<file path="config.mk">
export PLATFORM = sky130hd
export DESIGN_NAME = pipeline_ctrl
export DESIGN_NICKNAME = d
export VERILOG_FILES = /design/src/rtl/pipeline_ctrl.sv
export SDC_FILE = /design/constraint.sdc
export NUM_CORES = 1
export LEC_CHECK = 0
export ABC_AREA = 1
export CELL_PAD_IN_SITES_DETAIL_PLACEMENT = 0
export CELL_PAD_IN_SITES_GLOBAL_PLACEMENT = 2
export CORE_MARGIN = 2
export CORE_UTILIZATION = 35
export DETAILED_ROUTE_END_ITERATION = 7
export DONT_BUFFER_PORTS = 1
export PLACE_DENSITY_LB_ADDON = 0.1
export SLEW_MARGIN = 20
export SYNTH_ARGS = -nofsm -noshare
export SYNTH_HDL_FRONTEND = slang
export SYNTH_SLANG_ARGS = --single-unit
</file>
<file path="constraint.sdc">
create_clock -name clk -period 3.9 [get_ports clk]
set_input_delay 1.17 -clock clk [delete_from_list [all_inputs] [get_ports clk]]
set_output_delay 1.17 -clock clk [all_outputs]
set_load 0.05 [all_outputs]
</file>
<file path="src/rtl/pipeline_ctrl.sv">
// Pipeline hazard/forwarding control with a two-state data-memory handshake FSM.
// Forwarding selects and stall/freeze/flush are combinational; FSM state and counters are registered.
module pipeline_ctrl (
  input  logic        clk,
  input  logic        rst,
  input  logic        fwd_en,
  input  logic [3:0]  id_src1,
  input  logic [3:0]  id_src2,
  input  logic        id_two_src,
  input  logic [3:0]  exe_src1,
  input  logic [3:0]  exe_src2,
  input  logic        exe_wb_en,
  input  logic        exe_mem_r_en,
  input  logic [3:0]  exe_dest,
  input  logic        mem_wb_en,
  input  logic        mem_r_en,
  input  logic        mem_w_en,
  input  logic [3:0]  mem_dest,
  input  logic        wb_wb_en,
  input  logic [3:0]  wb_dest,
  input  logic        branch_taken,
  input  logic        sram_ready,
  output logic [1:0]  sel_src1,
  output logic [1:0]  sel_src2,
  output logic        hazard_stall,
  output logic        freeze,
  output logic        flush,
  output logic        sram_req,
  output logic [3:0]  mem_busy_cnt,
  output logic [15:0] stall_cnt
);

  typedef enum logic {S_IDLE, S_BUSY} state_t;

  state_t      r_state;
  logic [3:0]  r_mem_busy_cnt;
  logic [15:0] r_stall_cnt;

  logic w_match_exe, w_match_mem, w_raw, w_access;
  logic w_freeze, w_flush, w_stall;

  // MEM stage is newer than WB, so it wins when both write the same register.
  function automatic logic [1:0] f_sel(input logic en, input logic [3:0] src,
                                       input logic m_wb, input logic [3:0] m_dst,
                                       input logic w_wb, input logic [3:0] w_dst);
    if (en && m_wb && (m_dst == src))      return 2'd1;
    else if (en && w_wb && (w_dst == src)) return 2'd2;
    else                                   return 2'd0;
  endfunction

  assign sel_src1 = f_sel(fwd_en, exe_src1, mem_wb_en, mem_dest, wb_wb_en, wb_dest);
  assign sel_src2 = f_sel(fwd_en, exe_src2, mem_wb_en, mem_dest, wb_wb_en, wb_dest);

  assign w_match_exe = (id_src1 == exe_dest) || (id_two_src && (id_src2 == exe_dest));
  assign w_match_mem = (id_src1 == mem_dest) || (id_two_src && (id_src2 == mem_dest));

  // With forwarding only a load-use needs a bubble; without it any pending write does.
  assign w_raw = fwd_en ? (exe_wb_en & exe_mem_r_en & w_match_exe)
                        : ((exe_wb_en & w_match_exe) | (mem_wb_en & w_match_mem));

  assign w_access = mem_r_en | mem_w_en;
  assign w_freeze = ~rst & ((r_state == S_IDLE) ? w_access : ~sram_ready);
  assign w_flush  = ~rst & branch_taken & ~w_freeze;
  assign w_stall  = ~rst & w_raw & ~w_flush;

  assign freeze       = w_freeze;
  assign flush        = w_flush;
  assign hazard_stall = w_stall;
  assign sram_req     = ~rst & (r_state == S_BUSY);
  assign mem_busy_cnt = r_mem_busy_cnt;
  assign stall_cnt    = r_stall_cnt;

  always_ff @(posedge clk) begin
    if (rst) begin
      r_state        <= S_IDLE;
      r_mem_busy_cnt <= 4'd0;
      r_stall_cnt    <= 16'd0;
    end else begin
      case (r_state)
        S_IDLE: if (w_access) begin
          r_state        <= S_BUSY;
          r_mem_busy_cnt <= 4'd0;
        end
        S_BUSY: begin
          if (sram_ready)                   r_state        <= S_IDLE;
          else if (r_mem_busy_cnt != 4'hF)  r_mem_busy_cnt <= r_mem_busy_cnt + 4'd1;
        end
        default: r_state <= S_IDLE;
      endcase
      if (w_stall && !w_freeze) r_stall_cnt <= r_stall_cnt + 16'd1;
    end
  end

endmodule

</file>
==> flow_metrics.py <==
metrics = {
    "outcome": {
        "status": "complete, no violations",
    },
    "critical_path": {
        "cpMostUsedCell": "nand2_1",
        "cp_slowest_cell": "buf_4",
        "cp-end-kind": "output pin",
        "path_buf_inv": 2,
        "critical_path.top_delay_family": "simple AND/OR/NAND/NOR gates",
        "path_class": "input port to output pin",
        "cp_max_fo": 3,
        "crit_chain": "inv_1, nand2_1, nand2_1, nor2_1, nand3_1, nand2_1, nand2_1, nand2_4, nand2_1, nor2_1, buf_4",
        "cp.required_ns": 2.73,
        "start_kind": "input port",
        "max_stage_delay_ns": 0.20,
        "arrival_ns": 2.07,
    },
    "yosys": {
        "synth_edf_count": 0,
        "yosysMostFrequentCell": "nand2_1",
        "synth_top_area_cell": "dfxtp_1",
        "synth_nets": 318,
        "ys_seq_area_share_pct": 23.1,
        "synthTopCellsByCount": "nand2_1, nor2_1, inv_1",
        "ys_ff_latch": 21,
        "yosysWarnings": 0,
        "synth.cell_area_sq_mm": 0.00182,
        "syn_avg_cell_area_sq_um": 6.61,
        "synthesis.instances": 276,
        "yosys.cell_types.count": 33,
        "synthFlopType": "dfxtp_1",
        "synth_top_cells_by_area": "dfxtp_1, nand2_1, xnor2_1",
        "synth_top_area_share_pct": 23.1,
        "synthArstFlopShare_pct": 0,
    },
    "cts": {
        "h-tree-depth": 1,
        "cts_root_buf": "clkbuf_8",
        "cts_made_buffers": 3,
        "post_cts_resized": 0,
        "clockBufferDepth": 2,
        "path_clk_slew_ns": 0.08,
        "cts.sink_count": 21,
        "cts_tree": "done",
        "post_cts.repair.setup_buffers": 0,
        "cts_hold_buf": 0,
        "worstSkewPairLatency_ns": 0.26,
    },
    "detailed_routing": {
        "drc": 0,
        "ant_nets": 0,
        "dr.pass1.iters": 4,
        "viasPerCell": 4.89,
        "initialDrtViolationCount": 33,
        "drt-total-wl_mm": 4.85,
        "dr_total_vias": 1725,
        "wl_per_cell_microns": 13.7,
    },
    "global_route": {
        "grt_pass1_wl_mm": 8.13,
        "grt_pass1_vias": 1714,
        "grt_max_degree": 22,
        "grt_overflow": 0,
        "track_usage_pct": 16.9,
        "antenna_found_initial": 0,
    },
    "pwr": {
        "power.density_mw_per_mm2": 233,
        "p_leak_nw": 0.799,
        "total_power_uw": 467,
        "ir_worst_vdd_mv": 0.152,
    },
    "sta": {
        "setup_viol": 0,
        "fin_worst_skew_ns": 0.00353,
        "rsz0062_at_grt": "false",
        "maxSlewViolCount": 0,
        "fmax_mhz": 308,
        "relSlewSlack_pct": 51.2,
        "post-route-period-util_pct": 83.2,
        "fin_setup_tns_ns": 0,
        "tightest_slew_ns": 0.731,
        "layout_min_cycle_time_ns": 3.24,
        "hold_viol": 0,
    },
    "die": {
        "io_pins": 68,
        "fp.dieH_microns": 76.2,
        "rows": 26,
        "dieArea_sq_mm": 0.00580,
        "coreArea_sq_mm": 0.00507,
        "initial_utilization_pct": 35.9,
        "die_w_microns": 76.2,
    },
    "place": {
        "gp_congestion": 0.732,
        "portBuffers": 0,
        "dp_cells": 349,
        "hpwl_mm": 3.77,
    },
    "finish": {
        "stdcell_count": 353,
        "drive_above_1_share_pct": 16.6,
        "num_antenna_cells": 0,
        "syn2layout_area_growth_pct": 9.68,
        "final_nets": 326,
    },
    "run": {
        "maxCapViolCount": 0,
    },
    "min_path": {
        "hold_path_class": "flop to flop",
    },
}
-- cells by family after synthesis --
family,Yosys count,share of synthesized area [%]
AO/OA/AOI/OAI,32,11.8
XOR/XNOR,28,13.5
adder cells (fa/ha/maj),2,1.37
buffers and inverters,37,9.26
flip-flops,21,23.1
AND/OR/NAND/NOR,156,41.0
-- worst register-to-register path, cell delays in order, from the launching register on --
cell and delay (ns):
dfxtp_1 0.80, ha_1 0.34, nand3_1 0.15, nor2_1 0.25, nand3_1 0.14, xor2_1 0.15
nand4_1 0.10, a21oi_1 0.15
-- path summary, 6_finish.rpt --
check	from	end	slack, ns	cells after the start
worst max-delay path	id_src2[0]	hazard_stall	0.66	11
worst min register to register	r_state	mem_busy_cnt[1]	0.57	2
worst max register to register	stall_cnt[0]	stall_cnt[14]	1.74	7
worst min-delay path	r_state	mem_busy_cnt[1]	0.57	2
-- through the flow --
| stage | util [%] | setup slack (ns) | hold WS, ns | cell area (sq um) |
|---|---|---|---|---|
| global route | 39.4 | 0.480 | 0.636 | 2000 |
| finish | 39.4 | 0.656 | 0.570 | 2000 |
| detailed placement | 38.5 | 0.635 | 0.563 | 1950 |
| floorplan | - | 0.0702 | 0.525 | 1850 |
| global placement | 38.5 | 0.661 | 0.552 | 1950 |
| CTS | 39.4 | 0.627 | 0.575 | 2000 |
-- report_power, final --
part / switching, mW / total, mW / leakage, nW / internal (mW)
Combinational: 0.0585 / 0.0934 / 0.604 / 0.0350
Sequential: 0.0103 / 0.227 / 0.170 / 0.217
Clock: 0.0748 / 0.146 / 0.0255 / 0.0713
-- placed cells by master (no fill, tap or decap) --
master | netlist | final
nand2_1 | 69 | 69
nor2_1 | 34 | 34
inv_1 | 26 | 26
dfxtp_1 | 21 | 21
nand4_1 | 18 | 18
xnor2_1 | 17 | 17
nand3_1 | 12 | 12
xor2_1 | 11 | 11
a21oi_2 | 10 | 10
nand2_2 | 10 | 10
a21oi_1 | 10 | 10
buf_4 | 0 | 10
inv_2 | 4 | 4
o21ai_0 | 4 | 4
nor3_2 | 2 | 3
o22ai_1 | 3 | 3
clkbuf_8 | 0 | 3
nor2_4 | 2 | 2
nor3_1 | 3 | 2
ha_1 | 2 | 2
a21boi_0 | 1 | 1
o21ai_1 | 1 | 1
nand2_4 | 1 | 1
a2111oi_4 | 0 | 1
a211oi_1 | 1 | 1
nor2_8 | 1 | 1
nand3_4 | 1 | 1
and2_1 | 1 | 1
nand3b_1 | 1 | 1
o211a_1 | 1 | 1
and3_1 | 1 | 1
clkinv_2 | 0 | 1
-- layout make-up --
type	instances	area (sq um)
Fill cell	585	3080
Timing Repair Buffer	10	75.1
Clock buffer	3	41.3
Clock inverter	1	5.00
Inverter	30	113
Tap cell	70	87.6
Multi-Input combinational cell	218	1260
Sequential cell	21	420
-- metal layers --
metal / wire length [microns] / track usage (%) / vias to the layer above / share of wire [%]
met5: 0 / 0 / - / 0
met4: 36 / 4.36 / 0 / 0.74
met3: 334 / 4.50 / 4 / 6.9
met2: 2440 / 31.7 / 51 / 50
met1: 2040 / 18.9 / 761 / 42
li1: - / - / 909 / -
-- sequential cells by signal (all words and copies together), names as in the netlist --
register      cells
stall_cnt        16
mem_busy_cnt      4
r_state           1
Note: power is estimated with default switching activity, not from simulation.
